<file path="src/rtl/btle_rx_pkg.sv">
// btle_rx_pkg: shared types and constants for the BLE receive packet controller
package btle_rx_pkg;
  typedef enum logic [2:0] {IDLE, SEARCH, HEADER, PAYLOAD, DONE} state_t;
  localparam logic [31:0] BLE_ADV_AA = 32'h8E89BED6;
  localparam int WHITEN_TAP = 4;
  localparam int FLUSH_BITS = 2;
endpackage

</file>
<file path="src/rtl/btle_dewhiten_lfsr.sv">
// btle_dewhiten_lfsr: x^7+x^4+1 whitening sequence generator seeded from the channel index
module btle_dewhiten_lfsr
  import btle_rx_pkg::*;
(
  input  logic       clk,
  input  logic       rst,
  input  logic       load,
  input  logic [5:0] channel_idx,
  input  logic       step,
  output logic       wbit
);
  logic [6:0] w, nx;
  // rotate by one and fold the feedback into the tap position
  always_comb begin
    nx = {w[5:0], w[6]};
    nx[WHITEN_TAP] = w[WHITEN_TAP-1] ^ w[6];
  end
  // seed on access-address match, advance once per consumed bit
  always_ff @(posedge clk or posedge rst)
    if (rst) w <= '0;
    else if (load) w <= {channel_idx[0], channel_idx[1], channel_idx[2], channel_idx[3], channel_idx[4], channel_idx[5], 1'b1};
    else if (step) w <= nx;
  assign wbit = w[6];
endmodule

</file>
<file path="src/rtl/btle_rx_packet_ctrl.sv">
// btle_rx_packet_ctrl: decimate IQ, find the access address, frame and de-whiten header and PDU octets
module btle_rx_packet_ctrl
  import btle_rx_pkg::*;
#(
  parameter int SAMPLE_PER_SYMBOL = 8,
  parameter int MAX_PDU_OCTETS = 255,
  localparam int PW = $clog2(SAMPLE_PER_SYMBOL)
) (
  input  logic          clk,
  input  logic          rst,
  input  logic          rx_enable,
  input  logic [PW-1:0] sample_phase,
  input  logic [31:0]   access_address,
  input  logic [5:0]    channel_idx,
  input  logic          dewhiten_en,
  input  logic          iq_valid_in,
  output logic          demod_iq_valid,
  input  logic          bit_in,
  input  logic          bit_valid_in,
  output logic          aa_hit,
  output logic [7:0]    byte_out,
  output logic          byte_valid,
  output logic [7:0]    pdu_len,
  output logic          pkt_done,
  output logic          pkt_error,
  output logic          busy
);
  state_t state, state_d;
  logic [PW-1:0] phase_cnt;
  logic [1:0] flush, flush_d;
  logic [30:0] sreg, sreg_d;
  logic [6:0] shreg, shreg_d;
  logic [2:0] bit_cnt, bit_cnt_d;
  logic [7:0] byte_cnt, byte_cnt_d, pdu_len_d, byte_out_d, oct;
  logic [31:0] sreg_sh;
  logic byte_valid_d, pkt_done_d, pkt_error_d, step, wbit;
  btle_dewhiten_lfsr u_lfsr (
    .clk(clk), .rst(rst), .load(aa_hit), .channel_idx(channel_idx), .step(step), .wbit(wbit)
  );
  // sample-phase counter that picks one IQ sample per symbol
  always_ff @(posedge clk or posedge rst)
    if (rst) phase_cnt <= '0;
    else if (!rx_enable) phase_cnt <= '0;
    else if (iq_valid_in) phase_cnt <= phase_cnt + PW'(1);
  assign demod_iq_valid = rx_enable & iq_valid_in & (phase_cnt == sample_phase);
  assign busy = (state == HEADER) || (state == PAYLOAD);
  // next-state, octet assembly and pulse generation; rx_enable low overrides everything
  always_comb begin
    state_d = state;
    flush_d = flush;
    sreg_d = sreg;
    shreg_d = shreg;
    bit_cnt_d = bit_cnt;
    byte_cnt_d = byte_cnt;
    pdu_len_d = pdu_len;
    byte_out_d = byte_out;
    byte_valid_d = 1'b0;
    pkt_done_d = 1'b0;
    pkt_error_d = 1'b0;
    aa_hit = 1'b0;
    step = 1'b0;
    oct = {bit_in ^ (dewhiten_en & wbit), shreg};
    sreg_sh = {bit_in, sreg};
    if (!rx_enable) begin
      state_d = IDLE;
      sreg_d = '0;
    end else begin
      case (state)
        IDLE: begin
          state_d = SEARCH;
          flush_d = 2'(FLUSH_BITS);
        end
        SEARCH: if (bit_valid_in) begin
          if (flush != 2'd0) flush_d = flush - 2'd1;
          else begin
            sreg_d = sreg_sh[31:1];
            if (sreg_sh == access_address) begin
              aa_hit = 1'b1;
              state_d = HEADER;
              bit_cnt_d = '0;
              byte_cnt_d = '0;
            end
          end
        end
        HEADER, PAYLOAD: if (bit_valid_in) begin
          step = 1'b1;
          shreg_d = oct[7:1];
          bit_cnt_d = bit_cnt + 3'd1;
          if (bit_cnt == 3'd7) begin
            byte_out_d = oct;
            byte_valid_d = 1'b1;
            byte_cnt_d = byte_cnt + 8'd1;
            if (state == HEADER && byte_cnt == 8'd1) begin
              pdu_len_d = oct;
              byte_cnt_d = '0;
              pkt_error_d = 32'(oct) > MAX_PDU_OCTETS;
              state_d = pkt_error_d ? SEARCH : (oct == 8'd0) ? DONE : PAYLOAD;
            end else if (state == PAYLOAD && byte_cnt == pdu_len - 8'd1) state_d = DONE;
          end
        end
        DONE: begin
          pkt_done_d = 1'b1;
          state_d = SEARCH;
          sreg_d = '0;
        end
        default: state_d = IDLE;
      endcase
    end
  end
  // state and datapath registers
  always_ff @(posedge clk or posedge rst)
    if (rst) begin
      state <= IDLE;
      flush <= '0;
      sreg <= '0;
      shreg <= '0;
      bit_cnt <= '0;
      byte_cnt <= '0;
      pdu_len <= '0;
      byte_out <= '0;
      byte_valid <= 1'b0;
      pkt_done <= 1'b0;
      pkt_error <= 1'b0;
    end else begin
      state <= state_d;
      flush <= flush_d;
      sreg <= sreg_d;
      shreg <= shreg_d;
      bit_cnt <= bit_cnt_d;
      byte_cnt <= byte_cnt_d;
      pdu_len <= pdu_len_d;
      byte_out <= byte_out_d;
      byte_valid <= byte_valid_d;
      pkt_done <= pkt_done_d;
      pkt_error <= pkt_error_d;
    end
endmodule

</file>
<file path="config.mk">
export PLATFORM = sky130hd
export DESIGN_NAME = btle_rx_packet_ctrl
export DESIGN_NICKNAME = d
export VERILOG_FILES = /design/src/rtl/btle_rx_pkg.sv /design/src/rtl/btle_dewhiten_lfsr.sv /design/src/rtl/btle_rx_packet_ctrl.sv
export SDC_FILE = /design/constraint.sdc
export NUM_CORES = 1
export LEC_CHECK = 0
export BUFFER_PORTS_ARGS = -buffer_cell sky130_fd_sc_hd__buf_2
export CORE_MARGIN = 4
export CORE_UTILIZATION = 35
export DETAILED_ROUTE_END_ITERATION = 16
export GPL_TIMING_DRIVEN = 0
export PLACE_DENSITY = 0.56
export SLEW_MARGIN = 20
export SYNTH_ARGS = -nofsm -noshare
export SYNTH_HDL_FRONTEND = slang
export SYNTH_SLANG_ARGS = --single-unit
</file>
<file path="constraint.sdc">
create_clock -name clk -period 2.6 [get_ports clk]
set_clock_uncertainty 0.15 [all_clocks]
set_input_delay 0.52 -clock clk [delete_from_list [all_inputs] [get_ports clk]]
set_output_delay 0.52 -clock clk [all_outputs]
set_load 0.02 [all_outputs]
</file>
==> flow_summary.yaml <==
status:
  status: "finished with violations"
  violations: "negative setup slack"
floorplan:
  start_util_pct: 36.4
  dieArea_um2: 14000
  fp-row-count: 39
  die_w_um: 118
  ioPinCount: 70
  core_area_um2: 11700
  fp.dieH_um: 118
global_route:
  grt_max_degree: 33
  grtUsageMet3_pct: 4.49
  use_met1_pct: 20.2
  grt_pass1_vias: 3551
  top_usage_layer: "met2"
  grt_overflow: 0
  grt_usage_pct: 15.6
  gr-usage-met2_pct: 25.4
  antenna_found_initial: 0
  grt_first_pass_wirelength_mm: 17.6
layout:
  multiInputGateArea_um2: 2160
  n_antenna_cell: 0
  instances_no_fill: 714
  area_delta_synth_final_pct: 27.1
  nFillCells: 1131
  layout-drive-gt1-share_pct: 25.0
  regArea_um2: 2060
  layout.nets: 622
timing:
  rsz0062_at_grt: "true"
  holdWs_ns: 0.0666
  maxSlewHeadroom_pct: 63.7
  finalSetupViolCount: 2
  clock.fmax_mhz: 330
  worst_pin_slew_ns: 0.545
  fin_crit_sh_pct: 117
  setup_ws_ns: -0.431
  drv_slew: 0
  period_minus_slack_ns: 3.03
  hold_viol: 0
logic_synthesis:
  synth_most_common_cell: "nand2_1"
  ys_warn_count: 0
  syn-instance-count: 470
  synth_top_area_cell: "dfrtp_1"
  synthesis.area_um2: 4250
  syn_nets: 525
  avgSynthCellArea_um2: 9.04
  synthTopCellsByCount: "125 x nand2_1, 82 x dfrtp_1, 38 x o21ai_0"
  synth_edf_count: 0
  synthTopCellsByArea: "dfrtp_1 48%, nand2_1 11%, xnor2_1 5.4%"
  yosys_register_bits: 82
  synth_ff_type: "dfrtp_1"
  async_flop_share_pct: 100
  synth.distinct_cells: 49
  synth_top_area_share_pct: 48.3
  ys_seq_area_share_pct: 48.3
cts:
  cts-root-buf: "clkbuf_16"
  clock_latency_ns: 0.34
  path_clk_slew_ns: 0.06
  clk_path_buf_depth: 2
  hold_buffers: 0
  numCtsBuffers: 9
  htree_num_levels: 3
  cts_tree: "built"
  cts_sinks: 82
worst_setup_path:
  crit_type: "reg -> out"
  endpoint_kind: "output pin"
  path_max_fanout: 3
  reg2reg_slack_ns: -0.03
  critPathArrivalTime_ns: 2.36
  start_kind: "flop"
  cp.required_ns: 1.93
  reg2reg_depth: 9
pwr:
  ir_drop_mv: 0.324
  leakage_nw: 2.58
  p_per_area_nw_per_um2: 564
placement:
  routabilityCongestion: 0.823
  dp_hpwl_mm: 7.94
  place_inst: 683
  io_buffers: 68
routing:
  totalWireLength_mm: 10.7
  vias_per_cell: 5.03
  antenna_violating_nets_post_route: 0
  drt_iter0_markers: 172
  routedWlPerCell_um: 15.0
  vias: 3590
  drc_errors: 0
  drt-pass1-iter-count: 5
worst_hold_path:
  hold_path_class: "in -> async"
run:
  cap_violations: 0
-- metrics by stage --
stage / util, % / instance area [um^2] / TNS [ns] / total power, mW / setup slack, ns
after detailed placement: 41.6 / 4850 / -2.92 / 1.69 / -0.575
final: 46.3 / 5400 / -0.457 / 3.05 / -0.431
after CTS: 45.0 / 5250 / -0.417 / 3.07 / -0.417
after floorplan: - / 4290 / -0.0473 / 1.57 / -0.0473
after global placement: 41.3 / 4810 / -2.83 / 1.67 / -0.574
after global routing: 46.3 / 5400 / -0.887 / 3.17 / -0.504
-- power by group --
part,switching (mW),total (mW),internal (mW)
Combinational,0.195,0.326,0.131
Clock,0.540,1.38,0.839
Sequential,0.0324,1.34,1.31
-- final timing paths --
path	start	end
setup / recovery	sreg[13]	aa_hit
hold / removal	rst	byte_out[0]
setup reg to reg	sreg[13]	bit_cnt[0]
hold reg to reg	byte_out[2]	byte_out[2]
max in group asynchronous	rst	sreg[20]
min in group clk	channel_idx[1]	u_lfsr.w[5]
-- registers in the layout, summed over array words and instances, names as in the netlist, 2 cells and up --
name	cells
sreg	31
byte_cnt	8
byte_out	8
pdu_len	8
shreg	7
u_lfsr.w	7
bit_cnt	3
phase_cnt	3
state	3
flush	2
-- placed cells by master (no fill, tap or decap), types with 4 or more instances in the layout --
cell type,Yosys,routed
dfrtp_1,82,77
nor2_1,23,22
nor4_1,5,4
inv_1,12,11
buf_4,3,16
clkbuf_16,0,9
nand2b_1,4,4
xnor2_2,0,6
o21ai_0,38,38
a21oi_1,7,6
xor2_1,20,20
clkbuf_1,16,13
mux2_2,6,5
xnor2_1,26,20
ha_1,7,6
mux2i_1,4,4
a22o_1,8,8
o21ai_1,10,8
nor3_1,10,10
o31ai_1,4,4
buf_2,2,69
nand4_1,6,6
dfrtp_2,0,5
nand3_1,9,9
a31oi_1,4,4
nand2_1,125,125
-- cell families after synthesis --
kind of cell    share of synthesized area [%]
other cells                            0.0883
compound gates                           12.1
mux                                      3.06
xor+xnor                                 9.48
fa+ha+maj                                2.06
flops                                    48.3
simple gates                             21.5
buf+inv                                  3.42
-- what timing repair did --
| item | 4_1_cts | 5_1_grt |
|---|---|---|
| pin swaps | 8 | 17 |
| setup buffers | 6 | 11 |
| endpoints found under the setup margin | 9 | 17 |
| gates resized for setup | 8 | 19 |
| hold endpoints to repair | 0 | 0 |
-- layer usage --
metal  up-vias  share of wire, %  wire, um
met5         -                 0         0
met4         0               1.6       176
met3        15               4.5       477
met2        65                48      5120
met1      1728                46      4900
li1       1782                 -         -
-- critical path: stages, from the launching register on --
cell and delay, ns:
dfrtp_1 0.43, xnor2_2 0.16, nand4_1 0.15, or4_4 0.56, nor4b_4 0.37, buf_6 0.16, buf_8 0.09, buf_6 0.10
-- final cells by class --
class / instances / area share (%)
Inverter: 14 / 1.04
Clock inverter: 6 / 1.71
Tap cell: 143 / 3.31
Sequential cell: 82 / 38.1
Buffer: 20 / 1.88
Timing Repair Buffer: 87 / 9.73
Clock buffer: 9 / 4.17
Multi-Input combinational cell: 353 / 40.0
Note: power is estimated with default switching activity, not from simulation.
